## src/rtl/four_dispatch_pkg.sv

```systemverilog
// Shared constants and helpers for the four-way word dispatcher.
// Optional delivery statistics are enabled with FOUR_DISPATCH_STATS_EN.
package four_dispatch_pkg;

    localparam int WORD_BUS = 32;
    localparam int DEPTH    = 2;
    localparam int SEL_W    = 2;
    localparam int NUM_DST  = 4;

    typedef logic [SEL_W-1:0] dst_sel_t;

    function automatic logic [NUM_DST-1:0] sel_decode(input dst_sel_t sel);
        return 4'b0001 << sel;
    endfunction

endpackage

```

## src/rtl/four_dispatch_fifo2.sv

```systemverilog
// dispatch_fifo2: 2-entry synchronous FIFO with a registered head word that
// holds the last delivered value while empty.
module dispatch_fifo2
    import four_dispatch_pkg::*;
#(
    parameter int WIDTH   = WORD_BUS,
    parameter int ENTRIES = DEPTH
) (
    input  logic             clk,
    input  logic             rst_n,
    input  logic             push_i,
    input  logic             pop_i,
    input  logic [WIDTH-1:0] data_i,
    output logic             full_o,
    output logic             empty_o,
    output logic [WIDTH-1:0] head_o
);

    localparam logic [1:0] FULL_CNT = 2'(ENTRIES);

    logic [WIDTH-1:0] mem_q [0:1];
    logic [WIDTH-1:0] mem_d [0:1];
    logic [WIDTH-1:0] head_q, head_d;
    logic             wr_ptr_q, wr_ptr_d;
    logic             rd_ptr_q, rd_ptr_d;
    logic [1:0]       count_q, count_d;
    logic             do_push_s, do_pop_s;

    // Next-state: storage, pointers, occupancy and the head word
    always_comb begin
        do_push_s = push_i && (count_q != FULL_CNT);
        do_pop_s  = pop_i && (count_q != 2'd0);
        mem_d     = mem_q;
        if (do_push_s) begin
            mem_d[wr_ptr_q] = data_i;
        end else begin
            mem_d = mem_q;
        end
        wr_ptr_d = do_push_s ? ~wr_ptr_q : wr_ptr_q;
        rd_ptr_d = do_pop_s ? ~rd_ptr_q : rd_ptr_q;
        case ({do_push_s, do_pop_s})
            2'b10:   count_d = count_q + 2'd1;
            2'b01:   count_d = count_q - 2'd1;
            default: count_d = count_q;
        endcase
        // Empty buffer keeps presenting the last word it delivered
        head_d = (count_d != 2'd0) ? mem_d[rd_ptr_d] : head_q;
    end

    // State registers with synchronous active-low reset
    always_ff @(posedge clk) begin
        if (!rst_n) begin
            mem_q[0] <= '0;
            mem_q[1] <= '0;
            head_q   <= '0;
            wr_ptr_q <= 1'b0;
            rd_ptr_q <= 1'b0;
            count_q  <= 2'd0;
        end else begin
            mem_q    <= mem_d;
            head_q   <= head_d;
            wr_ptr_q <= wr_ptr_d;
            rd_ptr_q <= rd_ptr_d;
            count_q  <= count_d;
        end
    end

    assign full_o  = (count_q == FULL_CNT);
    assign empty_o = (count_q == 2'd0);
    assign head_o  = head_q;

endmodule

```

## src/rtl/four_dispatch.sv

```systemverilog
// four_dispatch: routes one word stream to four buffered destinations.
// Define FOUR_DISPATCH_STATS_EN to add per-destination delivery counters.
module four_dispatch
    import four_dispatch_pkg::*;
#(
    parameter int WORD_WIDTH = WORD_BUS,
    parameter int DEPTH      = 2
) (
    input  logic                      clk,
    input  logic                      rst_n,
    input  logic                      in_valid,
    input  logic [1:0]                in_sel,
    input  logic [WORD_WIDTH-1:0]     in_data,
    output logic                      in_ready,
    output logic [3:0]                dst_valid,
    output logic [4*WORD_WIDTH-1:0]   dst_data,
    input  logic [3:0]                dst_ready
`ifdef FOUR_DISPATCH_STATS_EN
    ,
    output logic [4*8-1:0]            deliv_cnt
`endif
);

    logic [NUM_DST-1:0] sel_oh_s;
    logic [NUM_DST-1:0] full_s;
    logic [NUM_DST-1:0] empty_s;
    logic [NUM_DST-1:0] push_s;
    logic [NUM_DST-1:0] pop_s;

    // Readiness uses only registered full flags, never dst_ready
    assign sel_oh_s  = sel_decode(in_sel);
    assign in_ready  = ~full_s[in_sel];
    assign push_s    = {NUM_DST{in_valid && in_ready}} & sel_oh_s;
    assign dst_valid = ~empty_s;
    assign pop_s     = dst_valid & dst_ready;

    for (genvar g = 0; g < NUM_DST; g++) begin : g_buf
        dispatch_fifo2 #(
            .WIDTH   (WORD_WIDTH),
            .ENTRIES (DEPTH)
        ) u_fifo (
            .clk     (clk),
            .rst_n   (rst_n),
            .push_i  (push_s[g]),
            .pop_i   (pop_s[g]),
            .data_i  (in_data),
            .full_o  (full_s[g]),
            .empty_o (empty_s[g]),
            .head_o  (dst_data[g*WORD_WIDTH +: WORD_WIDTH])
        );
    end

`ifdef FOUR_DISPATCH_STATS_EN
    logic [4*8-1:0] cnt_q, cnt_d;

    // Wrapping byte counters, one per destination
    always_comb begin
        cnt_d = cnt_q;
        for (int i = 0; i < NUM_DST; i++) begin
            cnt_d[i*8 +: 8] = cnt_q[i*8 +: 8] + {7'd0, pop_s[i]};
        end
    end

    // Counter registers with synchronous active-low reset
    always_ff @(posedge clk) begin
        if (!rst_n) begin
            cnt_q <= '0;
        end else begin
            cnt_q <= cnt_d;
        end
    end

    assign deliv_cnt = cnt_q;
`endif

endmodule

```

## config.mk

```make
export PLATFORM = sky130hd
export DESIGN_NAME = four_dispatch
export DESIGN_NICKNAME = d
export VERILOG_FILES = /design/src/rtl/four_dispatch_pkg.sv /design/src/rtl/four_dispatch_fifo2.sv /design/src/rtl/four_dispatch.sv
export SDC_FILE = /design/constraint.sdc
export NUM_CORES = 1
export LEC_CHECK = 0
export ABC_CLOCK_PERIOD_IN_PS = 3500
export BUFFER_PORTS_ARGS = -buffer_cell sky130_fd_sc_hd__buf_2
export CORE_MARGIN = 1.5
export CORE_UTILIZATION = 59
export DETAILED_ROUTE_END_ITERATION = 10
export HOLD_SLACK_MARGIN = 0.15
export MAX_ROUTING_LAYER = met4
export PLACE_DENSITY = 0.89
export SLEW_MARGIN = 10
export SYNTH_ARGS = -nofsm -noshare
export SYNTH_HDL_FRONTEND = slang
export SYNTH_HIERARCHICAL = 1
export SYNTH_SLANG_ARGS = --single-unit
```

## constraint.sdc

```tcl
create_clock -name clk -period 3.5 [get_ports clk]
set_input_delay 0 -clock clk [delete_from_list [all_inputs] [get_ports clk]]
set_output_delay 0 -clock clk [all_outputs]
set_load 0.005 [all_outputs]
```

==> metrics.txt <==
EDFF count, synth 0; switching share of total power 24.1%; RR Endpoint g_buf[0].u_fifo/head_o[21]; Die Ht 173 um; CP arrival 3.74 ns; first-pass GRT wire length 82.3 mm; final WL 52.9 mm; flop2flop setup slack 0.20 ns; LEAKAGE 7.43 nW; critical path launch point type flop; ANT nets after route 0; Layout Skew 0.0177 ns; vias in the first global route 15600; Top Usage Layer GRT met2; Max Root-Sink Buffers 3; Synth warnings 6; gp weighted congestion 0.860; Yosys cell types 32; clock slew at reported path FFs 0.06 ns; total vias in the final route 16200; commonest non-fill, non-tap cells in the layout nand3_1 (512), dfxtp_1 (400), a21boi_0 (264); Clk pwr share 43.6%; # diodes 0; CP peak stage delay 0.85 ns; Peak Freq 303 MHz; dpl hpwl 30.4 mm; Slowest-stage cell, CP nand2b_1; cells along the critical path nand2b_2 -> inv_2 -> nor4b_1 -> nand2b_1 -> o21ai_0 -> nand3_1 -> a32o_1; power share of the combinational group 8.0%; Non-Filler Instances 2388; Tot GR Track Use 35.4%; Least-Margin Pin Slew 1.32 ns; Die W 173 um; Pint 7.41 mW; minimum clock period 3.30 ns; CTS sink count 400; Inserted Clock Buffers 40; sequential share of power 48.3%; Seq/Total Area, Yosys 47.2%; PwrDens 504 nW/um^2; met2 Usage GRT 55.2%; grt met1 use 43.9%; RSZ-0062 raised after global routing false; hold depth 6; H-tree depth reported by CTS 2; WL per Instance 22.1 um; first-pass iteration count of the detailed router 5; Top Ports 174; r2r startpoint g_buf[0].u_fifo/count_q[0]; initial core utilization 60.5%; clk_lat worst skew 0.54 ns; share of layout cells above drive strength 1 15.7%; post-synth net total 1920; largest net degree at the start of global routing 101; First DRT Iteration DRCs 2200; Synth Instances 1875; Max Transition Viols Final 0; CTS tree built; HP Start dst_ready[1]; Mean Syn Cell Area 9.06 um^2; Max Fanout on Critical Path 32; initial antenna violation count 0; Post-synth ARST share 0%; Post-CTS Resized 0; final number of hold-violating endpoints 0; GRT met3 Usage 5.39%; worst-case reg-to-reg path depth 7; die area 29800 um^2; crit path capture type flop; status completed; Top FF cell, synth dfxtp_1; hold endpoint g_buf[1].u_fifo/rd_ptr_q; flops & latches, synth 400; Setup TNS 0 ns; # Max-Cap Violations 0; Setup Viol. Count Final 0; Area Overhead vs Synth 14.1%; Net Sw Power 2.35 mW; relative slew slack 12.2%; most common cell after layout, fill and taps aside nand3_1; # port buffers 173; WS Path Type flop to flop; Core Box Area 28100 um^2; Req. time, crit path 3.93 ns; row cnt 61; clk root buf clkbuf_16; DRC Markers 0; peak supply drop 0.000335 V; hold crit path type primary input to flop; Placed Cells 2283; Tcrit/Tclk final 94.4%; Final #Nets 2028; GRT overflow 0; vias per std cell 6.80; synthesized area 17000 um^2
## worst max-delay path by stage
| stage | start | end | slack [ns] |
|---|---|---|---|
| global placement | g_buf[1].u_fifo/count_q[0] | g_buf[1].u_fifo/head_o[13] | 0.28 |
| floorplan | g_buf[0].u_fifo/count_q[0] | g_buf[0].u_fifo/head_o[10] | 0.47 |
| detailed placement | g_buf[1].u_fifo/count_q[0] | g_buf[1].u_fifo/head_o[22] | 0.12 |
| CTS | g_buf[1].u_fifo/count_q[0] | g_buf[1].u_fifo/head_o[22] | 0.07 |
| finish | g_buf[0].u_fifo/count_q[0] | g_buf[0].u_fifo/head_o[21] | 0.20 |
| global route | g_buf[0].u_fifo/count_q[0] | g_buf[0].u_fifo/head_o[21] | 0.09 |
## per-layer routing
layer	up-vias	wire, um	share of wire (%)
met5	-	0	0
met3	201	6050	11
met2	1072	24100	46
li1	7211	-	-
met4	0	3040	5.7
met1	7754	19700	37
## metrics by stage
step | power, mW | hold slack, ns | area, um^2 | setup slack (ns) | utilization (%)
after floorplan | 5.25 | 0.179 | 17000 | 0.471 | -
after detailed placement | 5.54 | 0.403 | 17700 | 0.118 | 63.1
final | 9.76 | 0.316 | 19400 | 0.196 | 69.0
after CTS | 9.75 | 0.310 | 19400 | 0.0708 | 69.0
after global placement | 5.51 | 0.400 | 17700 | 0.283 | 63.1
after global routing | 10.0 | 0.350 | 19400 | 0.0854 | 69.0
## cells in the mapped netlist, types with 12 or more instances
cell type | instances | area (um^2)
a21boi_0 | 264 | 1980
a32o_1 | 128 | 1280
buf_2 | 52 | 260
buf_4 | 12 | 90.1
buf_6 | 24 | 270
clkbuf_1 | 104 | 390
dfxtp_1 | 400 | 8010
nand2_1 | 17 | 63.8
nand3_1 | 512 | 2560
nor2b_1 | 16 | 100
o21ai_0 | 232 | 1160
o21ai_1 | 32 | 160
## power by group through the flow
stage | registers (mW) | logic, mW | clock network (mW)
finish | 4.72 | 0.785 | 4.26
global route | 4.72 | 0.833 | 4.45
CTS | 4.71 | 0.761 | 4.28
detailed placement | 4.81 | 0.724 | 0
global placement | 4.81 | 0.704 | 0
floorplan | 4.80 | 0.447 | 0
## worst max-delay path, delay by kind of cell, from the launching register on
family                 cells  cell delay (ns)
DFF                        1             0.47
and+or+nand+nor            4             1.79
buffers and inverters      1             0.04
AOI/OAI and AO/OA          2             0.88
## logic make-up after synthesis
group	Yosys count	share of synthesized area (%)
xor+xnor	12	0.973
compound gates	668	27.6
buf+inv	205	6.24
flops	400	47.2
mux	1	0.133
fa+ha+maj	4	0.295
simple gates	585	17.6
## area by class of cell
cell class	count	area [um^2]
Fill cell	2191	8710
Inverter	13	48.8
Sequential cell	400	8010
Clock inverter	13	134
Multi-Input combinational cell	1270	7940
Tap cell	378	473
Timing Repair Buffer	258	1610
Clock buffer	56	1160
## sequential cells by signal, summed over array words and instances, names as in the netlist
register and count:
g_buf.u_fifo/head_o 128, g_buf.u_fifo/wr_ptr_q 4, g_buf.u_fifo/mem_q 256, g_buf.u_fifo/rd_ptr_q 4
g_buf.u_fifo/count_q 8
## what timing repair did
| item | 4_1_cts | 5_1_grt |
|---|---|---|
| buffers inserted | 0 | 0 |
| endpoints found under the hold margin | 310 | 0 |
| hold buffers | 36 | 0 |
| setup endpoints to repair | 0 | 0 |
Note: power is estimated with default switching activity, not from simulation.
